==> config.mk <==
export PLATFORM = sky130hd
export DESIGN_NAME = fp_align_prep
export DESIGN_NICKNAME = d
export VERILOG_FILES = /design/src/rtl/FPALL_pkg.sv /design/src/rtl/fp_lane_cmp.sv /design/src/rtl/fp_align_prep.sv
export SDC_FILE = /design/constraint.sdc
export NUM_CORES = 1
export LEC_CHECK = 0
export BUFFER_PORTS_ARGS = -buffer_cell sky130_fd_sc_hd__buf_2
export CORE_MARGIN = 8
export CORE_UTILIZATION = 35
export CTS_BUF_LIST = sky130_fd_sc_hd__clkbuf_8
export CTS_CLUSTER_SIZE = 30
export DETAILED_ROUTE_END_ITERATION = 16
export PLACE_DENSITY_LB_ADDON = 0.1
export SLEW_MARGIN = 25
export SYNTH_ARGS = -nofsm -noshare
export SYNTH_HDL_FRONTEND = slang
export SYNTH_SLANG_ARGS = --single-unit
==> constraint.sdc <==
create_clock -name clk -period 5.4 [get_ports clk]
set_input_delay 0.81 -clock clk [delete_from_list [all_inputs] [get_ports clk]]
set_output_delay 0.81 -clock clk [all_outputs]
set_load 0.02 [all_outputs]
==> src/rtl/FPALL_pkg.sv <==
// Shared format, lane-width and packing constants for the FP alignment front end.
package FPALL_pkg;

  typedef enum logic {
    FMT_FP32 = 1'b0,
    FMT_FP16 = 1'b1
  } fp_fmt_e;

  localparam int unsigned EXP_W          = 8;
  localparam int unsigned FP32_SIG_W     = 24;
  localparam int unsigned FP16_SIG_W     = 8;
  localparam int unsigned FP32_SHIFT_MAX = 31;
  localparam int unsigned FP16_SHIFT_MAX = 15;
  localparam int unsigned PACK_GAP_W     = 8;

endpackage

==> src/rtl/fp_lane_cmp.sv <==
// One lane: unpack, magnitude compare/swap, clamped exponent difference, Inf/NaN detect.
module fp_lane_cmp #(
  parameter int unsigned EXP_W     = 8,
  parameter int unsigned FRAC_W    = 23,
  parameter int unsigned SHIFT_MAX = 31,
  localparam int unsigned SHIFT_W  = $clog2(SHIFT_MAX + 1)
) (
  input  logic               a_sign,
  input  logic [EXP_W-1:0]   a_exp,
  input  logic [FRAC_W-1:0]  a_frac,
  input  logic               b_sign,
  input  logic [EXP_W-1:0]   b_exp,
  input  logic [FRAC_W-1:0]  b_frac,
  output logic [FRAC_W:0]    big_sig,
  output logic [FRAC_W:0]    small_sig,
  output logic [EXP_W-1:0]   big_exp,
  output logic [SHIFT_W-1:0] shift,
  output logic               sign,
  output logic               eff_sub,
  output logic               special
);

  localparam logic [EXP_W-1:0] MAX_E = EXP_W'(SHIFT_MAX);

  logic             a_big;
  logic [EXP_W-1:0] a_eexp, b_eexp, small_exp, diff;
  logic [FRAC_W:0]  a_sig, b_sig;

  always_comb begin
    // Raw {exp,frac} ordering equals magnitude ordering; ties keep a as big.
    a_big     = {a_exp, a_frac} >= {b_exp, b_frac};
    a_eexp    = (a_exp == '0) ? EXP_W'(1) : a_exp;
    b_eexp    = (b_exp == '0) ? EXP_W'(1) : b_exp;
    a_sig     = {a_exp != '0, a_frac};
    b_sig     = {b_exp != '0, b_frac};
    big_sig   = a_big ? a_sig  : b_sig;
    small_sig = a_big ? b_sig  : a_sig;
    big_exp   = a_big ? a_eexp : b_eexp;
    small_exp = a_big ? b_eexp : a_eexp;
    diff      = big_exp - small_exp;
    shift     = (diff > MAX_E) ? SHIFT_W'(SHIFT_MAX) : diff[SHIFT_W-1:0];
    sign      = a_big ? a_sign : b_sign;
    eff_sub   = a_sign ^ b_sign;
    special   = (&a_exp) | (&b_exp);
  end

endmodule

==> src/rtl/fp_align_prep.sv <==
// Two-stage valid/ready operand alignment prep: S1 holds operands, S2 holds packed swap/shift results.
module fp_align_prep
  import FPALL_pkg::*;
(
  input  logic        clk,
  input  logic        rst,
  input  fp_fmt_e     fmt,
  input  logic        in_valid,
  output logic        in_ready,
  input  logic [31:0] a,
  input  logic [31:0] b,
  input  logic        flush,
  output logic        out_valid,
  input  logic        out_ready,
  output fp_fmt_e     out_fmt,
  output logic [23:0] out_X,
  output logic [7:0]  out_S,
  output logic [23:0] out_big,
  output logic [15:0] out_exp,
  output logic [1:0]  out_sign,
  output logic [1:0]  out_eff_sub,
  output logic [1:0]  out_special
);

  logic        s1_valid, s2_valid, s1_adv, s2_adv;
  fp_fmt_e     s1_fmt, s2_fmt;
  logic [31:0] s1_a, s1_b;
  logic [23:0] s2_X, s2_big, n_X, n_big;
  logic [7:0]  s2_S, n_S;
  logic [15:0] s2_exp, n_exp;
  logic [1:0]  s2_sign, s2_eff, s2_spec, n_sign, n_eff, n_spec;

  logic [FP32_SIG_W-1:0] w_big, w_small;
  logic [EXP_W-1:0]      w_exp;
  logic [4:0]            w_shift;
  logic                  w_sign, w_eff, w_spec;
  logic [FP16_SIG_W-1:0] h_big, h_small, l_big, l_small;
  logic [EXP_W-1:0]      h_exp, l_exp;
  logic [3:0]            h_shift, l_shift;
  logic                  h_sign, h_eff, h_spec, l_sign, l_eff, l_spec;

  fp_lane_cmp #(.EXP_W(EXP_W), .FRAC_W(FP32_SIG_W - 1), .SHIFT_MAX(FP32_SHIFT_MAX)) u_cmp32 (
    .a_sign(s1_a[31]), .a_exp(s1_a[30:23]), .a_frac(s1_a[22:0]),
    .b_sign(s1_b[31]), .b_exp(s1_b[30:23]), .b_frac(s1_b[22:0]),
    .big_sig(w_big), .small_sig(w_small), .big_exp(w_exp), .shift(w_shift),
    .sign(w_sign), .eff_sub(w_eff), .special(w_spec)
  );

  fp_lane_cmp #(.EXP_W(EXP_W), .FRAC_W(FP16_SIG_W - 1), .SHIFT_MAX(FP16_SHIFT_MAX)) u_cmp_hi (
    .a_sign(s1_a[31]), .a_exp(s1_a[30:23]), .a_frac(s1_a[22:16]),
    .b_sign(s1_b[31]), .b_exp(s1_b[30:23]), .b_frac(s1_b[22:16]),
    .big_sig(h_big), .small_sig(h_small), .big_exp(h_exp), .shift(h_shift),
    .sign(h_sign), .eff_sub(h_eff), .special(h_spec)
  );

  fp_lane_cmp #(.EXP_W(EXP_W), .FRAC_W(FP16_SIG_W - 1), .SHIFT_MAX(FP16_SHIFT_MAX)) u_cmp_lo (
    .a_sign(s1_a[15]), .a_exp(s1_a[14:7]), .a_frac(s1_a[6:0]),
    .b_sign(s1_b[15]), .b_exp(s1_b[14:7]), .b_frac(s1_b[6:0]),
    .big_sig(l_big), .small_sig(l_small), .big_exp(l_exp), .shift(l_shift),
    .sign(l_sign), .eff_sub(l_eff), .special(l_spec)
  );

  always_comb begin
    n_X    = '0;
    n_big  = '0;
    n_S    = '0;
    n_exp  = '0;
    n_sign = '0;
    n_eff  = '0;
    n_spec = '0;
    if (s1_fmt == FMT_FP32) begin
      n_X    = w_small;
      n_big  = w_big;
      n_S    = {3'b000, w_shift};
      n_exp  = {8'h00, w_exp};
      n_sign = {1'b0, w_sign};
      n_eff  = {1'b0, w_eff};
      n_spec = {1'b0, w_spec};
    end else begin
      n_X    = {h_small, {PACK_GAP_W{1'b0}}, l_small};
      n_big  = {h_big, {PACK_GAP_W{1'b0}}, l_big};
      n_S    = {h_shift, l_shift};
      n_exp  = {h_exp, l_exp};
      n_sign = {h_sign, l_sign};
      n_eff  = {h_eff, l_eff};
      n_spec = {h_spec, l_spec};
    end
  end

  assign s2_adv   = !s2_valid || out_ready;
  assign s1_adv   = !s1_valid || s2_adv;
  assign in_ready = rst || s1_adv;

  always_ff @(posedge clk) begin
    if (rst) begin
      s1_valid <= 1'b0;
      s2_valid <= 1'b0;
      s1_fmt   <= FMT_FP32;
      s1_a     <= '0;
      s1_b     <= '0;
      s2_fmt   <= FMT_FP32;
      s2_X     <= '0;
      s2_big   <= '0;
      s2_S     <= '0;
      s2_exp   <= '0;
      s2_sign  <= '0;
      s2_eff   <= '0;
      s2_spec  <= '0;
    end else begin
      if (flush)       s1_valid <= 1'b0;
      else if (s1_adv) s1_valid <= in_valid;
      if (flush)       s2_valid <= 1'b0;
      else if (s2_adv) s2_valid <= s1_valid;
      if (s1_adv && in_valid) begin
        s1_fmt <= fmt;
        s1_a   <= a;
        s1_b   <= b;
      end
      if (s2_adv && s1_valid) begin
        s2_fmt  <= s1_fmt;
        s2_X    <= n_X;
        s2_big  <= n_big;
        s2_S    <= n_S;
        s2_exp  <= n_exp;
        s2_sign <= n_sign;
        s2_eff  <= n_eff;
        s2_spec <= n_spec;
      end
    end
  end

  // Data outputs are forced to zero for the whole reset cycle, not just after the edge.
  always_comb begin
    out_valid   = s2_valid;
    out_fmt     = rst ? FMT_FP32 : s2_fmt;
    out_X       = rst ? '0 : s2_X;
    out_big     = rst ? '0 : s2_big;
    out_S       = rst ? '0 : s2_S;
    out_exp     = rst ? '0 : s2_exp;
    out_sign    = rst ? '0 : s2_sign;
    out_eff_sub = rst ? '0 : s2_eff;
    out_special = rst ? '0 : s2_spec;
  end

endmodule

**Word-level counts from Yosys, hierarchy flattened**

Index checks and enable logic that the tools add are counted.

- Order comparisons: 6
- Bitwise logic cells: 4
- Muxes and demuxes: 37
- Reductions and logical operators: 20
- Add/sub/neg operators: 3

Operator list:

| kind | number |
|---|---|
| $mux W24 | 6 |
| $mux W8 | 16 |
| $logic_not A8 Y1 | 4 |
| $mux W16 | 2 |
| $reduce_and A8 Y1 | 4 |
| $reduce_bool A8 Y1 | 4 |
| $ge A31 B31 Y1 | 1 |
| $ge A15 B15 Y1 | 2 |
| $sub A8 B8 Y8 | 3 |
| $gt A8 B4 Y1 const B | 2 |
| $mux W2 | 6 |
| $gt A8 B5 Y1 const B | 1 |
| $mux W4 | 2 |
| $mux W5 | 1 |
| $mux W1 | 4 |
| $logic_or A1 B1 Y1 | 3 |
| $logic_and A1 B1 Y1 | 2 |
| $logic_not A1 Y1 | 2 |
| $or A1 B1 Y1 | 2 |
| $reduce_or A2 Y1 | 1 |
| $xor A1 B1 Y1 | 2 |

- Output and inout port bits: 81
- Bits of input ports: 70
- Bits in registers: 146
- Logic and storage cells: 83

**Longest topological paths before layout**

Gate-level depths: netlist of the first run.

- Depth after elaboration: 7
- Gate-level depth with buffers: 21
- Mapped depth without buffers: 18

**Modules after synthesis**

From an unflattened synthesis of the first run, not the netlist that was laid out.

- Cell total of the unflattened synthesis: 1332
- Area total of the unflattened synthesis: 11539.8 um^2

Modules (own cells, without submodules):

| module | instances | cells an instance | sequential area each (um^2) | area each (um^2) |
|---|---|---|---|---|
| fp_align_prep | 1 | 741 | 2922.8 | 6874.1 |
| fp_lane_cmp at u_cmp_hi ... | 2 | 147 | 0.0 | 1280.0 |
| fp_lane_cmp at u_cmp32 | 1 | 297 | 0.0 | 2105.8 |

**Least setup slack after synthesis of the first run**

OpenSTA, ideal clock, no wires.

- Path kind: reg-to-reg
- Start point: register s1_b[29]
- End point: register s2_S[0]
- Library setup time: 0.082 ns
- Cell stages (with the launch flop): 21
- Buffers on the path: 2
- Arrival: 4.176 ns
- Slack: 1.142 ns
- Clock period less this slack: 4.258 ns
- Required time: 5.318 ns
- Cells stage by stage: dfxtp_1 inv_1 ha_1 nand4_1 nor2_1 a221oi_1 nand2_1 nor3_4 buf_6 buf_6 mux2i_1 ha_1 inv_1 fa_1 a21o_1 a21oi_1 nor2b_1 mux2_2 nand3_1 nand3_1 o2111ai_1

- Longest elaborated chain between the ends: 7
- Elaborated cells on any way between the ends: 9
- Classes of those cells: 1 x add/sub; 2 x order compare; 5 x mux; 1 x reduce/logical

RTL lines:

| element | line | RTL |
|---|---|---|
| start, declared | fp_align_prep.sv:27 | `logic [31:0] s1_a, s1_b;` |
| start signal, assigned | fp_align_prep.sv:100 | `s1_b <= '0;` |
| start signal, assigned | fp_align_prep.sv:117 | `s1_b <= b;` |
| branches (longest 3 deep; another with $ge A31 B31 Y1) | n/a |  |
| $sub A8 B8 Y8 * | fp_lane_cmp.sv:40 | `diff = big_exp - small_exp;` |
| $gt A8 B5 Y1 | fp_lane_cmp.sv:41 | `shift = (diff > MAX_E) ? SHIFT_W'(SHIFT_MAX) : diff[SHIFT_W-1:0];` |
| $mux W5 * | fp_lane_cmp.sv:41 |  |
| $mux W8 * | fp_align_prep.sv:71 | `if (s1_fmt == FMT_FP32) begin` |
| end signal, assigned | fp_align_prep.sv:123 | `s2_S <= n_S;` |
| end, declared | fp_align_prep.sv:29 | `logic [7:0] s2_S, n_S;` |

Mark *: on every way between the ends.
A chain may end at the register's enable or synchronous reset.

**Worst setup path after layout of the first run**

Ends and elaborated chain as after synthesis.

==> qor.csv, run 1 <==
metric,value,unit
vias in the first global route,7835,
Clock transition at path regs,0.09,ns
Core ar.,0.0243,mm^2
status,completed,
Power Total,2920,uW
Setup-failing EPs final,0,
critical path type,flip-flop to flip-flop,
Final Skew,0.0165,ns
syn_area_per_cell,8.18,um^2
slowest CP cell,buf_4,
drt wl/cell,17.7,um
die area,0.0301,mm^2
# diodes,0,
crit path DAT,4.95,ns
post-CTS resize count,0,
# DRC,0,
pwr/cell area,289,mW/mm^2
drt total wl,26.7,mm
initial antenna violation count,0,
pin count of the biggest net entering global routing,86,
crit path cell chain,inv_1 > ha_1 > nand4_1 > nor2_1 > a221oi_1 > nand2_1 > nor3_4 > buf_4 > mux2_2 > ha_1 > xor2_1 > nor3_1 > a21oi_1 > or4_1 > nand3_1 > o2111ai_1,
WP data required,5.72,ns
hold_buf cts,0,
port bufs,150,
Area Growth Syn to Fin,16.3,%
post-DP HPWL,19.4,mm
Max Clk Rate,0.216,GHz
CTS tree,yes,
Detailed Routing Iterations Pass 1,5,
top_reg_cell synth,dfxtp_1,
IO Count,151,
r2r worst-path depth,16,
Post-Syn Instances,1062,
RSZ-0062 raised after global routing,no,
worst relative slew slack,35.1,%
Clock Path Buffers,2,
layout cell share with drive strength beyond 1,21.0,%
Die H,174,um
CP max stage delay,0.50,ns
Slew Limit Fails,0,
most frequent cells in the layout,"158 x nand2_1, 149 x buf_2, 146 x dfxtp_1",
cell count after placement,1480,
Yosys warning count,0,
"antenna viol nets, final",0,
post-route minimum period,4.62,ns
final std cells w/o fill,1511,
"most used cell, CP",ha_1,
synthesized flop and latch total,146,
H-tree depth,4,
Root Driver,clkbuf_8,
register area share after synthesis,33.6,%
Num CTS Buffers,17,
nets@finish,1301,
total grt overflow,0,
First DRT Iteration DRCs,484,
Initial Utilization,35.7,%
CP endpoint kind,flip-flop,
later-pin clock latency in the skew report,0.47,ns
hold crit path type,flip-flop to flip-flop,
Row Count,57,
VDD IR max,0.144,mV
CTS Sinks,146,
overall die width,174,um
setup TNS,0,ns
ys async rst share,0,%
RePlAce Congestion,0.849,
GRT Total Usage,17.6,%
syn nets,1188,
"commonest non-fill, non-tap cell in the layout",nand2_1,
Post-CTS Setup Bufs,0,
global-route wire length before repair,43.1,mm
fin crit share,85.6,%
Fin. Hold Viols,0,
Least-Margin Pin Slew,0.974,ns
Synth cell types,62,
LEAKAGE,0.00431,uW
hold path depth,2,
crit-path max FO,28,
Setup crit start kind,flip-flop,
"Cell Area, Synth",0.00869,mm^2
vias per cell,5.17,
Post-synth EDFFs,0,
vias,7807,
MaxCap Viol Count,0,
==> power breakdown <==
group | internal [uW] | leakage, uW | switching [uW]
clock | 462 | 0.000201 | 478
combinational | 334 | 0.00292 | 469
sequential | 1130 | 0.00119 | 49.1
total | 1920 | 0.00431 | 997
==> final timing paths <==
kind | slack, ns | to | start
worst max register to register | 0.78 | s2_S[0]$_SDFFE_PP0P_ | s1_b[29]$_SDFFE_PP0P_
worst max-delay path | 0.78 | s2_S[0]$_SDFFE_PP0P_ | s1_b[29]$_SDFFE_PP0P_
worst min-delay path | 0.45 | s2_spec[0]$_SDFFE_PP0P_ | s2_spec[0]$_SDFFE_PP0P_
worst min register to register | 0.45 | s2_spec[0]$_SDFFE_PP0P_ | s2_spec[0]$_SDFFE_PP0P_
==> cells by family after synthesis <==
group                      Yosys count  share of synthesized area [%]
adders and majority gates           56                           8.32
DFF                                146                           33.6
AOI/OAI and AO/OA                  253                           20.7
xor gates and xnor gates            10                           1.01
buffers and inverters              125                           6.05
muxes                               65                           7.78
and+or+nand+nor                    407                           22.5
==> metal layers <==
metal / GRT usage (%) / vias to the layer above / routed length (um)
li1: - / 3954 / -
met1: 23.0 / 3658 / 12600
met2: 28.6 / 160 / 12500
met3: 3.53 / 35 / 1080
met4: 5.79 / 0 / 500
met5: 0 / - / 0
==> critical path: cells and delay by family, from the launching register on <==
| kind | cells | cell delay, ns |
|---|---|---|
| simple gates | 7 | 1.64 |
| compound gates | 3 | 0.68 |
| buf+inv | 2 | 0.58 |
| fa+ha+maj | 2 | 0.52 |
| flops | 1 | 0.45 |
| mux | 1 | 0.42 |
| xor+xnor | 1 | 0.18 |
==> cell type report <==
cell class | count | area [um^2]
well taps | 324 | 405
fillers | 2577 | 14200
repair buffers | 165 | 882
clock inverters | 14 | 178
inverters | 54 | 203
multi-input cells | 791 | 5280
clock buffers | 17 | 234
flip-flops and latches | 146 | 2920
==> per-stage QoR <==
stage	instance area, um^2	util, %	setup WS (ns)	hold WS [ns]
5_1_grt	10100	41.6	0.366	0.476
2_1_floorplan	8690	-	1.14	0.427
3_5_place_dp	9690	39.9	0.774	0.444
4_1_cts	10100	41.5	0.743	0.456
3_3_place_gp	9690	39.9	0.830	0.441
6_report	10100	41.6	0.778	0.452
==> cells in the mapped netlist, drive strengths merged (3+ instances only) <==
master,count,area [um^2]
fa,3,60.1
nand3,11,55.1
o31a,10,96.4
nand2,159,597
o21a,7,52.6
a311oi,8,70.1
o21ai,39,195
nand2b,7,51.3
xnor2,5,43.8
inv,54,203
nor2b,88,551
nor2,74,278
buf,27,156
mux2i,45,450
mux2,20,225
a211oi,9,67.6
or4,4,33.8
clkbuf,44,166
and2,3,18.8
or3,9,56.3
a21o,7,52.6
a31oi,3,33.8
a21bo,6,60.1
xor2,5,43.8
nor4,6,37.5
o211ai,4,35.0
nand4,15,93.8
nor3,26,151
ha,53,663
a22o,7,61.3
a21oi,89,445
o2bb2ai,23,201
a22oi,12,90.1
dfxtp,146,2920
a2111oi,15,206
==> sequential cells by signal, summed over array words and instances, names as in the netlist <==
signal	flops
s2_spec	2
s2_exp	16
s2_X	24
s1_b	32
out_valid	1
s2_big	24
s2_sign	2
s1_valid	1
s2_S	8
s2_eff	2
s2_fmt	1
s1_fmt	1
s1_a	32
(Power assumes the default switching activity.)
==> run 2: changes to the inputs <==
- CORE_UTILIZATION: 35 -> 59
- SLEW_MARGIN: 25 -> 20
==> run 2 against run 1 <==
Compared with the run above: die area decreased by 37%; combinational power decreased by 2%; sequential share of layout area increased by 0.67 points; final cell count decreased by 9.3%; via count increased by 0.44%; worst setup slack got worse by 0.046 ns; clock-buffer cell count increased by 1; highest routed layer unchanged.
==> qor.csv, run 2 (same netlist as run 1, synthesis figures left out) <==
metric,value,unit
H-tree depth,4,
status,completed,
CTS Sinks,146,
r2r worst-path depth,16,
Detailed Routing Iterations Pass 1,5,
# diodes,0,
# DRC,0,
pwr/cell area,285,mW/mm^2
die area,0.0189,mm^2
critical path type,flip-flop to flip-flop,
IO Count,151,
total grt overflow,0,
Max Clk Rate,0.214,GHz
final std cells w/o fill,1370,
worst relative slew slack,26.9,%
setup TNS,0,ns
Clock transition at path regs,0.08,ns
overall die width,137,um
drt total wl,23.0,mm
Clock Path Buffers,2,
Setup crit start kind,flip-flop,
MaxCap Viol Count,0,
crit path DAT,4.97,ns
layout cell share with drive strength beyond 1,20.8,%
Area Growth Syn to Fin,13.7,%
Die H,137,um
hold crit path type,flip-flop to flip-flop,
Num CTS Buffers,17,
vias in the first global route,7493,
pin count of the biggest net entering global routing,115,
initial antenna violation count,0,
biggest registers after layout,"s1_a (32), s1_b (32)",
global-route wire length before repair,36.9,mm
Fin. Hold Viols,0,
cell count after placement,1339,
Post-CTS Setup Bufs,0,
LEAKAGE,0.00428,uW
First DRT Iteration DRCs,564,
hold path depth,2,
hold_buf cts,0,
WP data required,5.70,ns
nets@finish,1300,
CTS tree,yes,
most frequent cells in the layout,"158 x nand2_1, 149 x buf_2, 146 x dfxtp_1",
Final Skew,0.0137,ns
Slew Limit Fails,0,
RePlAce Congestion,0.902,
VDD IR max,0.161,mV
post-DP HPWL,16.6,mm
Row Count,44,
fin crit share,86.4,%
RSZ-0062 raised after global routing,no,
vias per cell,5.72,
Core ar.,0.0145,mm^2
Root Driver,clkbuf_8,
later-pin clock latency in the skew report,0.45,ns
post-CTS resize count,0,
GRT Total Usage,24.3,%
drt wl/cell,16.8,um
CP endpoint kind,flip-flop,
post-route minimum period,4.67,ns
crit-path max FO,28,
port bufs,150,
Setup-failing EPs final,0,
Initial Utilization,60.0,%
Least-Margin Pin Slew,1.10,ns
vias,7841,
"antenna viol nets, final",0,
"commonest non-fill, non-tap cell in the layout",nand2_1,
## run 2: cell count changes in the layout (fill, tap and decap cells not counted)
| cell | change |
|---|---|
| clkinv_2 | +2 |
| inv_6 | -3 |
| or3_1 | +1 |
| clkinv_4 | +2 |
| nor3_4 | -1 |
| inv_8 | -1 |
| buf_12 | -1 |
| bufinv_16 | -1 |
| or3_2 | -1 |
| nor3_2 | +1 |
| clkbuf_8 | +1 |
## run 2: final cells by class
type	count	area, um^2
timing repair buffer	164	862
clock buffer	18	248
fill	1297	4600
tap	184	230
inverter	54	203
multi-input combinational	791	5270
sequential	146	2920
clock inverter	13	138
## run 2: per-layer routing
metal  routed length (um)  track usage, %  share of wire [%]
met1                10500            32.1                 46
met3                 1300            4.56                5.7
met5                    0               0                  0
met4                  393            7.72                1.7
met2                10700            39.3                 47
## run 2: final timing paths
path / startpoint / end / slack (ns)
hold reg to reg: s2_spec[0]$_SDFFE_PP0P_ / s2_spec[0]$_SDFFE_PP0P_ / 0.46
setup / recovery: s1_b[26]$_SDFFE_PP0P_ / s2_S[0]$_SDFFE_PP0P_ / 0.73
setup reg to reg: s1_b[26]$_SDFFE_PP0P_ / s2_S[0]$_SDFFE_PP0P_ / 0.73
hold / removal: s2_spec[0]$_SDFFE_PP0P_ / s2_spec[0]$_SDFFE_PP0P_ / 0.46
## run 2: metrics by stage
stage / instance area (um^2) / setup WS, ns / hold slack [ns] / utilization, % / total power, uW
final: 9880 / 0.732 / 0.456 / 68.2 / 2820
after global placement: 9490 / 0.909 / 0.437 / 65.6 / 1970
after global routing: 9880 / 0.366 / 0.482 / 68.2 / 2960
after CTS: 9880 / 0.775 / 0.460 / 68.2 / 2830
after detailed placement: 9490 / 0.802 / 0.450 / 65.6 / 1980
after floorplan: 8690 / 1.14 / 0.427 / - / 1800
## run 2: worst max-delay path, stage by stage, from the launching register on
cell and delay, ns:
dfxtp_1 0.47, inv_1 0.10, ha_1 0.31, nand4_1 0.16, nor2_1 0.06, a221oi_1 0.47, nand2_1 0.17, nor3_4 0.50
buf_4 0.51, mux2_2 0.42, ha_1 0.21, xor2_1 0.17, nor3_1 0.18, a21oi_1 0.06, or4_1 0.39, nand3_1 0.20
o2111ai_1 0.14
## run 2: power breakdown
| group | total [uW] | internal, uW | switching [uW] |
|---|---|---|---|
| clock | 853 | 419 | 434 |
| combinational | 787 | 332 | 455 |
| sequential | 1180 | 1130 | 50.6 |
| total | 2820 | 1880 | 939 |
==> run 3: changes to the inputs <==
- ABC_AREA: unset -> 1
- CORE_UTILIZATION: 59 -> 60
==> run 3 against run 2 <==
Compared with the run above: area after synthesis grew 13%; non-clock buffer count shrank 2; cell area grew 11%; routed wire length grew 29%; sequential share of layout area shrank 3.0 points; clock-buffer cell count shrank 1; sequential power is essentially flat; power grew 23%; critical path type unchanged; largest power group is now combinational cells.
==> qor.csv, run 3 <==
metric,value,unit
First DRT Iteration DRCs,1001,
Setup crit start kind,flip-flop,
critical path type,flip-flop to flip-flop,
Internal,2110,uW
overall die width,144,um
top post-synthesis cells by count,"309 x nand2_1, 245 x inv_1, 154 x o21ai_0",
die area,0.0208,mm^2
Area Growth Syn to Fin,11.6,%
Reg-to-Reg Start,s1_b[24]$_SDFFE_PP0P_,
"Cell Area, Synth",0.00984,mm^2
Post-Syn Instances,1553,
register area share after synthesis,29.7,%
initial antenna violation count,0,
"antenna viol nets, final",0,
vias in the first global route,9567,
Max Clk Rate,0.233,GHz
WP data required,5.75,ns
worst relative slew slack,35.0,%
drt wl/cell,15.7,um
syn_area_per_cell,6.34,um^2
post-route minimum period,4.30,ns
Clock transition at path regs,0.08,ns
worst hold slack,0.487,ns
VDD IR max,0.176,mV
Core ar.,0.0163,mm^2
post-CTS resize count,0,
sequential share of power,34.2,%
nets@finish,1768,
"count leader, synth",nand2_1,
hold_buf cts,0,
biggest registers after layout,"s1_a (32), s1_b (32)",
setup TNS,0,ns
crit path DAT,4.65,ns
Least-Margin Pin Slew,0.974,ns
Fin. Hold Viols,0,
RSZ-0062 raised after global routing,no,
Gate power share,38.4,%
GRT Total Usage,28.3,%
switch share,39.3,%
Initial Utilization,60.4,%
post-DP HPWL,20.8,mm
vias,10500,
Row Count,47,
port bufs,150,
Slew Limit Fails,0,
# DRC,0,
most frequent cells in the layout,"308 x nand2_1, 247 x inv_1, 154 x o21ai_0",
total grt overflow,0,
Root Driver,clkbuf_8,
global-route wire length before repair,47.7,mm
H-tree depth,4,
CP Launch Point,s1_b[24]$_SDFFE_PP0P_,
top_reg_cell synth,dfxtp_1,
Detailed Routing Iterations Pass 1,8,
"worst slack, placed",1.21,ns
CTS tree,yes,
"commonest non-fill, non-tap cell in the layout",nand2_1,
crit-path max FO,44,
fin crit share,79.6,%
Setup-failing EPs final,0,
pwr/cell area,316,mW/mm^2
status,completed,
later-pin clock latency in the skew report,0.46,ns
Clock Path Buffers,2,
vias per cell,5.59,
Yosys warning count,0,
Final Skew,0.0107,ns
RePlAce Congestion,0.950,
worst setup margin,1.10,ns
CTS Sinks,146,
Synth cell types,42,
MaxCap Viol Count,0,
Clock power frac,27.4,%
Synth top area share,29.7,%
sw power,1360,uW
hold crit path type,flip-flop to flip-flop,
Die H,144,um
Post-synth EDFFs,0,
ys async rst share,0,%
Num CTS Buffers,17,
CP endpoint kind,flip-flop,
synthesized flop and latch total,146,
drt total wl,29.5,mm
syn nets,1679,
IO Count,151,
Post-CTS Setup Bufs,0,
synth top area cells,"dfxtp_1 30%, nand2_1 12%, inv_1 9.3%",
# diodes,0,
hold_sp,s1_valid$_SDFFE_PP0P_,
layout cell share with drive strength beyond 1,13.5,%
cell taking the most area after synthesis,dfxtp_1,
LEAKAGE,0.00556,uW
pin count of the biggest net entering global routing,103,
==> run 3: changes by cell type in the layout (fill, tap and decap cells not counted), moves of 32 or more <==
cell | previous run | this run
nand2_1 | 158 | 308
nand3_1 | 11 | 104
nand4_1 | 15 | 104
inv_1 | 54 | 247
mux2i_1 | 45 | 0
nor2_1 | 74 | 106
a21oi_1 | 88 | 147
nor2b_1 | 87 | 0
o21ai_0 | 39 | 154
==> run 3: cell type report <==
type,instances,area (um^2)
clock buffer,17,234
tap,220,275
inverter,252,946
clock inverter,15,191
sequential,146,2920
fill,1589,5300
multi-input combinational,1063,5580
timing repair buffer,162,841
==> run 3: path summary, 6_finish.rpt <==
path,endpoint,slack [ns],cells after the start
max reg2reg,s2_S[5]$_SDFFE_PP0P_,1.10,22
min reg2reg,out_valid$_SDFFE_PP0P_,0.49,2
min,out_valid$_SDFFE_PP0P_,0.49,2
max,s2_S[5]$_SDFFE_PP0P_,1.10,22
==> run 3: kinds of logic after synthesis <==
family                   count (synthesis)  synth area share (%)
AND/OR/NAND/NOR                        655                  30.1
AO/OA/AOI/OAI                          336                  17.7
buffers and inverters                  344                  13.7
adder cells (fa/ha/maj)                 56                  7.35
XOR/XNOR                                16                  1.42
flip-flops                             146                  29.7
==> run 3: worst max-delay path, cell delays in order (launching register included) <==
cell and delay [ns]:
dfxtp_1 0.41, inv_1 0.16, ha_1 0.35, nand2_1 0.09
nand2_1 0.05, nand2_1 0.05, nand2_1 0.09, a21oi_4 0.47
nand3_4 0.49, inv_1 0.27, nand2_1 0.07, o21ai_0 0.14
ha_1 0.21, inv_1 0.06, fa_1 0.42, nand4_1 0.14
nand3_1 0.08, nand2_1 0.06, nand2_1 0.06, a21oi_1 0.16
nand2_1 0.10, o21ai_0 0.17, nand2_1 0.06
==> run 3: power by group through the flow <==
stage          combinational (uW)  sequential [uW]  clock [uW]
2_1_floorplan                1040             1190           0
3_3_place_gp                 1280             1210           0
4_1_cts                      1310             1180         957
5_1_grt                      1500             1190        1010
3_5_place_dp                 1300             1210           0
6_report                     1330             1180         951
==> run 3: per-layer routing <==
layer	vias to the layer above	track usage (%)	wire length (um)
met5	-	0	0
met4	0	10.6	743
met3	63	3.63	2330
met2	469	44.8	13300
met1	4689	38.6	13100
li1	5256	-	-
==> run 3: per-stage QoR <==
step	total power, uW	util [%]	instances	cell area [um^2]
floorplan	2230	-	1553	9840
detailed placement	2510	64.8	1843	10600
global placement	2480	64.8	1843	10600
finish	3470	67.4	1875	11000
global route	3700	67.4	1875	11000
CTS	3450	67.4	1875	11000
